[src/rtl/hi_lo_muldiv_unit.sv]
// ---------------------------------------------------------------------------
// hi_lo_muldiv_unit
//
// HI/LO multiply/divide unit for a MIPS-style integer pipeline. Owns the
// architectural HI and LO registers. It runs mult/multu/div/divu as
// multi-cycle operations and handles mthi/mtlo moves.
//
// Ports
//   clk                clock; all state updates on the rising edge
//   reset              synchronous, active-high reset
//   HI_register_write  decode strobe: mult/multu/div/divu/mthi
//   LO_register_write  decode strobe: mult/multu/div/divu/mtlo
//   ALU_function[5:0]  funct field selecting the operation
//   operand_a[31:0]    rs: dividend / multiplicand / move source
//   operand_b[31:0]    rt: divisor / multiplier
//   HI[31:0]           architectural HI (remainder / product high word)
//   LO[31:0]           architectural LO (quotient / product low word)
//   busy               high while an operation is in flight
//
// Parameter
//   HILO_RESET         value loaded into HI and LO on reset
//
// Build option
//   FAST_MULT_EN       when defined, mult/multu form the 64-bit product in a
//                      single step and bypass the iterative RUN state.
//                      Division is always iterative.
//
// Timing (iterative path)
//   E0       request accepted; operands latched; state moves to RUN.
//   E1..E32  one algorithm step per edge.
//   E33      sign and divide-by-zero fixup into the result registers.
//   E34      HI/LO written; busy falls.
// ---------------------------------------------------------------------------
module hi_lo_muldiv_unit #(
  parameter logic [31:0] HILO_RESET = 32'h0000_0000
) (
  input  logic        clk,
  input  logic        reset,
  input  logic        HI_register_write,
  input  logic        LO_register_write,
  input  logic [5:0]  ALU_function,
  input  logic [31:0] operand_a,
  input  logic [31:0] operand_b,
  output logic [31:0] HI,
  output logic [31:0] LO,
  output logic        busy
);

  localparam logic [1:0] S_IDLE   = 2'd0;
  localparam logic [1:0] S_RUN    = 2'd1;
  localparam logic [1:0] S_FINISH = 2'd2;

  localparam logic [5:0] FN_MULT  = 6'b011000;
  localparam logic [5:0] FN_MULTU = 6'b011001;
  localparam logic [5:0] FN_DIV   = 6'b011010;
  localparam logic [5:0] FN_DIVU  = 6'b011011;
  localparam logic [5:0] FN_MTHI  = 6'b010001;
  localparam logic [5:0] FN_MTLO  = 6'b010011;

  // -------------------------------------------------------------------------
  // State
  // -------------------------------------------------------------------------
  logic [1:0]  state_q, state_d;
  logic [4:0]  cnt_q, cnt_d;
  logic        is_div_q, is_div_d;
  logic        neg_quo_q, neg_quo_d;     // negate quotient / product
  logic        neg_rem_q, neg_rem_d;     // negate remainder (dividend sign)
  logic        dbz_q, dbz_d;             // divisor was zero
  logic [31:0] a_raw_q, a_raw_d;         // unmodified operand_a, for div-by-zero
  logic [31:0] dvsr_q, dvsr_d;           // |divisor| or |multiplicand|
  logic [31:0] acc_hi_q, acc_hi_d;       // partial remainder / product high
  logic [31:0] acc_lo_q, acc_lo_d;       // dividend->quotient / multiplier->product low
  logic        fin_phase_q, fin_phase_d; // 0: fixup edge, 1: writeback edge
  logic [31:0] res_hi_q, res_hi_d;
  logic [31:0] res_lo_q, res_lo_d;
  logic [31:0] hi_q, hi_d;
  logic [31:0] lo_q, lo_d;

  // -------------------------------------------------------------------------
  // Request decode
  // -------------------------------------------------------------------------
  logic is_mul_fn, is_div_fn, is_signed_fn;
  logic start_req, mthi_req, mtlo_req;

  assign is_mul_fn    = (ALU_function == FN_MULT) || (ALU_function == FN_MULTU);
  assign is_div_fn    = (ALU_function == FN_DIV)  || (ALU_function == FN_DIVU);
  assign is_signed_fn = (ALU_function == FN_MULT) || (ALU_function == FN_DIV);

  // An arithmetic op needs both strobes. A move needs exactly its own
  // strobe and the matching funct code. Any other funct code is ignored.
  assign start_req = HI_register_write && LO_register_write && (is_mul_fn || is_div_fn);
  assign mthi_req  = HI_register_write && !LO_register_write && (ALU_function == FN_MTHI);
  assign mtlo_req  = LO_register_write && !HI_register_write && (ALU_function == FN_MTLO);

  // Magnitudes for the signed ops. |0x8000_0000| wraps to 0x8000_0000,
  // which is still the correct unsigned magnitude.
  logic [31:0] abs_a, abs_b;
  assign abs_a = (is_signed_fn && operand_a[31]) ? (~operand_a + 32'd1) : operand_a;
  assign abs_b = (is_signed_fn && operand_b[31]) ? (~operand_b + 32'd1) : operand_b;

  // -------------------------------------------------------------------------
  // Iteration datapath
  // -------------------------------------------------------------------------
  // Restoring division: shift the next dividend bit into the partial
  // remainder, then try to subtract the divisor.
  logic [32:0] div_shift;
  logic [31:0] div_diff;
  logic        div_ok;
  logic [31:0] div_rem_next;

  assign div_shift    = {acc_hi_q, acc_lo_q[31]};
  assign div_ok       = (div_shift >= {1'b0, dvsr_q});
  // When the subtraction succeeds the true difference is below the divisor,
  // so 32-bit wraparound arithmetic gives the exact result.
  assign div_diff     = div_shift[31:0] - dvsr_q;
  assign div_rem_next = div_ok ? div_diff : div_shift[31:0];

  // Shift-add multiply: conditionally add the multiplicand into the high
  // half, then shift {carry, high, low} right by one bit.
  logic [32:0] mul_sum;
  assign mul_sum = {1'b0, acc_hi_q} + (acc_lo_q[0] ? {1'b0, dvsr_q} : 33'd0);

  // -------------------------------------------------------------------------
  // Result fixup (sign correction and divide-by-zero override)
  // -------------------------------------------------------------------------
  logic [63:0] prod_mag, prod_fix;
  logic [31:0] quo_fix, rem_fix;
  logic [31:0] fix_hi, fix_lo;

`ifdef FAST_MULT_EN
  logic [63:0] fast_prod;
  assign fast_prod = 64'(dvsr_q) * 64'(acc_lo_q);
`endif

  always_comb begin
`ifdef FAST_MULT_EN
    prod_mag = fast_prod;
`else
    prod_mag = {acc_hi_q, acc_lo_q};
`endif
    prod_fix = neg_quo_q ? (~prod_mag + 64'd1) : prod_mag;
    quo_fix  = neg_quo_q ? (~acc_lo_q + 32'd1) : acc_lo_q;
    rem_fix  = neg_rem_q ? (~acc_hi_q + 32'd1) : acc_hi_q;

    if (is_div_q) begin
      if (dbz_q) begin
        // Divide by zero: LO is all ones and HI is the original dividend,
        // whatever the signedness.
        fix_hi = a_raw_q;
        fix_lo = 32'hFFFF_FFFF;
      end else begin
        fix_hi = rem_fix;
        fix_lo = quo_fix;
      end
    end else begin
      fix_hi = prod_fix[63:32];
      fix_lo = prod_fix[31:0];
    end
  end

  // -------------------------------------------------------------------------
  // Next-state logic
  // -------------------------------------------------------------------------
  always_comb begin
    state_d     = state_q;
    cnt_d       = cnt_q;
    is_div_d    = is_div_q;
    neg_quo_d   = neg_quo_q;
    neg_rem_d   = neg_rem_q;
    dbz_d       = dbz_q;
    a_raw_d     = a_raw_q;
    dvsr_d      = dvsr_q;
    acc_hi_d    = acc_hi_q;
    acc_lo_d    = acc_lo_q;
    fin_phase_d = fin_phase_q;
    res_hi_d    = res_hi_q;
    res_lo_d    = res_lo_q;
    hi_d        = hi_q;
    lo_d        = lo_q;

    case (state_q)
      S_IDLE: begin
        if (start_req) begin
          state_d     = S_RUN;
          cnt_d       = 5'd0;
          is_div_d    = is_div_fn;
          neg_quo_d   = is_signed_fn && (operand_a[31] ^ operand_b[31]);
          neg_rem_d   = is_signed_fn && operand_a[31];
          dbz_d       = (operand_b == 32'd0);
          a_raw_d     = operand_a;
          acc_hi_d    = 32'd0;
          fin_phase_d = 1'b0;
          if (is_div_fn) begin
            acc_lo_d = abs_a;   // dividend bits shift out the top
            dvsr_d   = abs_b;
          end else begin
            acc_lo_d = abs_b;   // multiplier bits shift out the bottom
            dvsr_d   = abs_a;
          end
`ifdef FAST_MULT_EN
          if (!is_div_fn) begin
            state_d = S_FINISH;
          end
`endif
        end else begin
          if (mthi_req) begin
            hi_d = operand_a;
          end
          if (mtlo_req) begin
            lo_d = operand_a;
          end
        end
      end

      S_RUN: begin
        if (is_div_q) begin
          acc_hi_d = div_rem_next;
          acc_lo_d = {acc_lo_q[30:0], div_ok};
        end else begin
          acc_hi_d = mul_sum[32:1];
          acc_lo_d = {mul_sum[0], acc_lo_q[31:1]};
        end
        cnt_d = cnt_q + 5'd1;
        if (cnt_q == 5'd31) begin
          state_d = S_FINISH;
        end
      end

      S_FINISH: begin
        if (!fin_phase_q) begin
          res_hi_d    = fix_hi;
          res_lo_d    = fix_lo;
          fin_phase_d = 1'b1;
        end else begin
          hi_d        = res_hi_q;
          lo_d        = res_lo_q;
          fin_phase_d = 1'b0;
          state_d     = S_IDLE;
        end
      end

      default: begin
        state_d = S_IDLE;
      end
    endcase
  end

  // -------------------------------------------------------------------------
  // Registers
  // -------------------------------------------------------------------------
  always_ff @(posedge clk) begin
    if (reset) begin
      state_q     <= S_IDLE;
      cnt_q       <= 5'd0;
      is_div_q    <= 1'b0;
      neg_quo_q   <= 1'b0;
      neg_rem_q   <= 1'b0;
      dbz_q       <= 1'b0;
      a_raw_q     <= 32'd0;
      dvsr_q      <= 32'd0;
      acc_hi_q    <= 32'd0;
      acc_lo_q    <= 32'd0;
      fin_phase_q <= 1'b0;
      res_hi_q    <= 32'd0;
      res_lo_q    <= 32'd0;
      hi_q        <= HILO_RESET;
      lo_q        <= HILO_RESET;
    end else begin
      state_q     <= state_d;
      cnt_q       <= cnt_d;
      is_div_q    <= is_div_d;
      neg_quo_q   <= neg_quo_d;
      neg_rem_q   <= neg_rem_d;
      dbz_q       <= dbz_d;
      a_raw_q     <= a_raw_d;
      dvsr_q      <= dvsr_d;
      acc_hi_q    <= acc_hi_d;
      acc_lo_q    <= acc_lo_d;
      fin_phase_q <= fin_phase_d;
      res_hi_q    <= res_hi_d;
      res_lo_q    <= res_lo_d;
      hi_q        <= hi_d;
      lo_q        <= lo_d;
    end
  end

  assign busy = (state_q != S_IDLE);
  assign HI   = hi_q;
  assign LO   = lo_q;

endmodule

[config.mk]
export PLATFORM = sky130hd
export DESIGN_NAME = hi_lo_muldiv_unit
export DESIGN_NICKNAME = d
export VERILOG_FILES = /design/src/rtl/hi_lo_muldiv_unit.sv
export SDC_FILE = /design/constraint.sdc
export NUM_CORES = 1
export LEC_CHECK = 0
export CORE_MARGIN = 2
export CORE_UTILIZATION = 44
export DETAILED_ROUTE_END_ITERATION = 16
export MAX_ROUTING_LAYER = met4
export PLACE_DENSITY = 0.63
export SYNTH_ARGS = -nofsm -noshare
export SYNTH_HDL_FRONTEND = slang
export SYNTH_SLANG_ARGS = --single-unit
[constraint.sdc]
create_clock -name clk -period 3.8 [get_ports clk]
set_input_delay 0.38 -clock clk [delete_from_list [all_inputs] [get_ports clk]]
set_output_delay 0.38 -clock clk [all_outputs]
set_load 0.01 [all_outputs]
==> results.tsv <==
stage	metric	value	unit
routing	dr_total_vias	19600	
timing	rsz0062_at_grt	no	
yosys	synth-seq-area-share	0.287	
yosys	netlist_area	18700	µm²
cts	hold_buffers	0	
placed_design	dp_hpwl	56.3	mm
routing	drc	0	
grt	gr-total-overflow	0	
timing	relSlewSlack	0.279	
power_and_ir_drop	p_per_area	313	nW/µm²
cts	htreeDepth	2	
timing	layout_min_cycle_time	3.60	ns
routing	top_layer	met4	
critical_path	cp-start-kind	flop	
critical_path	critical_path_class	reg -> reg	
cts	clock_latency	0.57	ns
yosys	yosysWarnings	0	
final_layout	syn_to_final_growth	19.0	%
yosys	synthCells	2527	
grt	grt_pass1_vias	18000	
grt	antenna_found_initial	0	
timing	timing.clock.skew	0.0157	ns
floorplan	num_rows	75	
yosys	synth.distinct_cells	68	
critical_path	critPathMaxFanout	12	
yosys	ys_ff_latch	268	
floorplan	die_w	210	µm
critical_path	worstPathRequired	4.21	ns
timing	max_freq	278	MHz
routing	firstDrtPassIters	6	
yosys	synth_top_flop_cell	dfxtp_1	
timing	worstMarginPinSlew	1.08	ns
cts	clock_path_buffers	3	
routing	wl	72.9	mm
grt	grtUsageTotal	0.335	
critical_path	path_cells	or4_4 -> or4_4 -> or4_4 -> or4_4 -> o21ai_0 -> nor2_1 -> o41ai_1 -> a211oi_1	
yosys	async_flop_share	0	
yosys	avgSynthCellArea	7.39	µm²
yosys	syn_nets	2673	
final_layout	diodes	0	
final_layout	final_util	0.530	
hold_path	min-delay-path-class	in -> reg	
flow_run	maxCapViolCount	0	
critical_path	crit_cells	8	
routing	wl_met1	32.5	mm
placed_design	io_buffers	138	
floorplan	io_pins	139	
cts	cts-root-buf	clkbuf_16	
routing	wl_met3	6.14	mm
timing	finalSetupTns	0	ns
timing	hold_violations	0	
critical_path	r2r_cells	8	
critical_path	cp_top_family	simple AND/OR/NAND/NOR gates	
timing	maxSlewViolCount	0	
routing	vias_per_cell	6.12	
cts	cts.sinks	268	
critical_path	cpMostUsedCell	or4_4	
cts	cts_setup_buffers	0	
outcome	outcome	finished, final reports clean	
power_and_ir_drop	power_leakage	0.00834	µW
timing	finalSetupViolCount	0	
hold_path	holdPathStages	2	
routing	drt_iter0_drc	2027	
critical_path	cp_data_arrival_time	4.01	ns
grt	grt_pass1_wl	110	mm
placed_design	gp_congestion	0.963	
power_and_ir_drop	irDropWorstVdd	0.274	mV
yosys	synth_edf_count	0	
routing	wl_per_cell	22.8	µm
timing	finalCritPeriodShare	0.948	
critical_path	cpMaxStageDelayCell	or4_4	
floorplan	die_area	44100	µm²
cts	cts_made_buffers	34	
critical_path	cp_num_buf_inv	0	
routing	ant_nets	0	
cts	post_cts_resize_count	0	
critical_path	cpPeakStageDelay	0.61	ns
critical_path	worstSetupEndpointType	flop	
cts	cts_tree	yes	
floorplan	initial_core_util	0.445	
grt	grt_max_degree	192	
final_layout	drive_gt1_frac	0.0849	
floorplan	coreArea	41900	µm²
cts	cts.clk_slew.worst_paths	0.07	ns
routing	met2WireLength	31.6	mm
floorplan	die_height	210	µm
final_layout	nets	2782	
[registers in the layout (all words and copies together) (netlist names)]
name / cells
cnt_q: 5
fin_phase_q: 1
HI: 32
res_lo_q: 32
acc_hi_q: 32
LO: 32
neg_quo_q: 1
is_div_q: 1
dvsr_q: 32
res_hi_q: 32
acc_lo_q: 32
state_q: 2
a_raw_q: 32
dbz_q: 1
neg_rem_q: 1
[cell usage after synthesis, types with 18 or more instances]
cell type  count  area, µm²
mux2i_1       66        661
and2_1        39        244
nor2_1       277       1040
a21o_1        26        195
clkbuf_1     175        657
dfxtp_1      268       5370
or3_1         22        138
o211ai_1      45        338
a22oi_1       18        135
nand3_1       47        235
xor2_1       107        937
inv_1         66        248
a211oi_1     149       1120
o21ai_0      154        771
nor3_1        45        225
ha_1          70        876
nor4_1        23        144
xnor2_1       92        806
a21oi_1      257       1290
o31ai_1       25        188
nand2_1      305       1140
[per-stage QoR]
step / worst slack, ns / hold slack [ns] / total power (µW) / cells / cell area, µm²
6_report: 0.198 / 0.216 / 6950 / 3200 / 22200
5_1_grt: 0.0298 / 0.217 / 7160 / 3200 / 22200
3_5_place_dp: 0.197 / 0.445 / 3680 / 3139 / 21100
2_1_floorplan: 0.519 / 0.431 / 3310 / 2527 / 18700
4_1_cts: 0.235 / 0.199 / 6980 / 3200 / 22200
3_3_place_gp: 0.130 / 0.441 / 3680 / 3139 / 21100
[layer usage]
layer,global-route usage,vias to the layer above
met3,0.0477,145
met2,0.500,835
met5,-,-
met4,0.117,0
li1,-,9302
met1,0.462,9287
[cells by family (layout without fill, tap and decap cells)]
kind of cell,after synthesis,in the layout,synth area share
AND/OR/NAND/NOR,859,859,0.207
AO/OA/AOI/OAI,797,797,0.271
flip-flops,268,268,0.287
buffers and inverters,263,397,0.0543
XOR/XNOR,199,199,0.0933
adder cells (fa/ha/maj),72,72,0.0490
multiplexers,69,69,0.0372
[power by group]
part / switching, µW / leakage, µW / internal [µW]
logic: 498 / 0.00562 / 307
clock network: 1390 / 0.000556 / 1920
registers: 14.6 / 0.00216 / 2820
total: 1900 / 0.00834 / 5050
[cell type report]
type	instances	area (µm²)
fill	4141	19700
multi-input combinational	1996	12400
sequential	268	5370
timing repair buffer	270	2420
clock buffer	44	938
tap	539	674
inverter	66	248
clock inverter	17	196
[final timing paths]
check | from | end | slack (ns)
min | reset | dvsr_q[19]$_SDFFE_PP0P_ | 0.22
max | acc_lo_q[3]$_SDFFE_PP0P_ | res_hi_q[25]$_SDFFE_PP0P_ | 0.20
min reg2reg | dvsr_q[12]$_SDFFE_PP0P_ | dvsr_q[12]$_SDFFE_PP0P_ | 0.45
max reg2reg | acc_lo_q[3]$_SDFFE_PP0P_ | res_hi_q[25]$_SDFFE_PP0P_ | 0.20
[layout by cell type (no fill, tap or decap), types with 70 or more instances in the layout]
master             n
a211oi_1         149
a21oi_1          254
buf_4            128
o21ai_0          154
xnor2_1           92
xor2_1           107
ha_1              70
dfxtp_1          265
nand2_1          305
clkdlybuf4s50_1  137
nor2_1           274
Note: power is estimated with default switching activity, not from simulation.
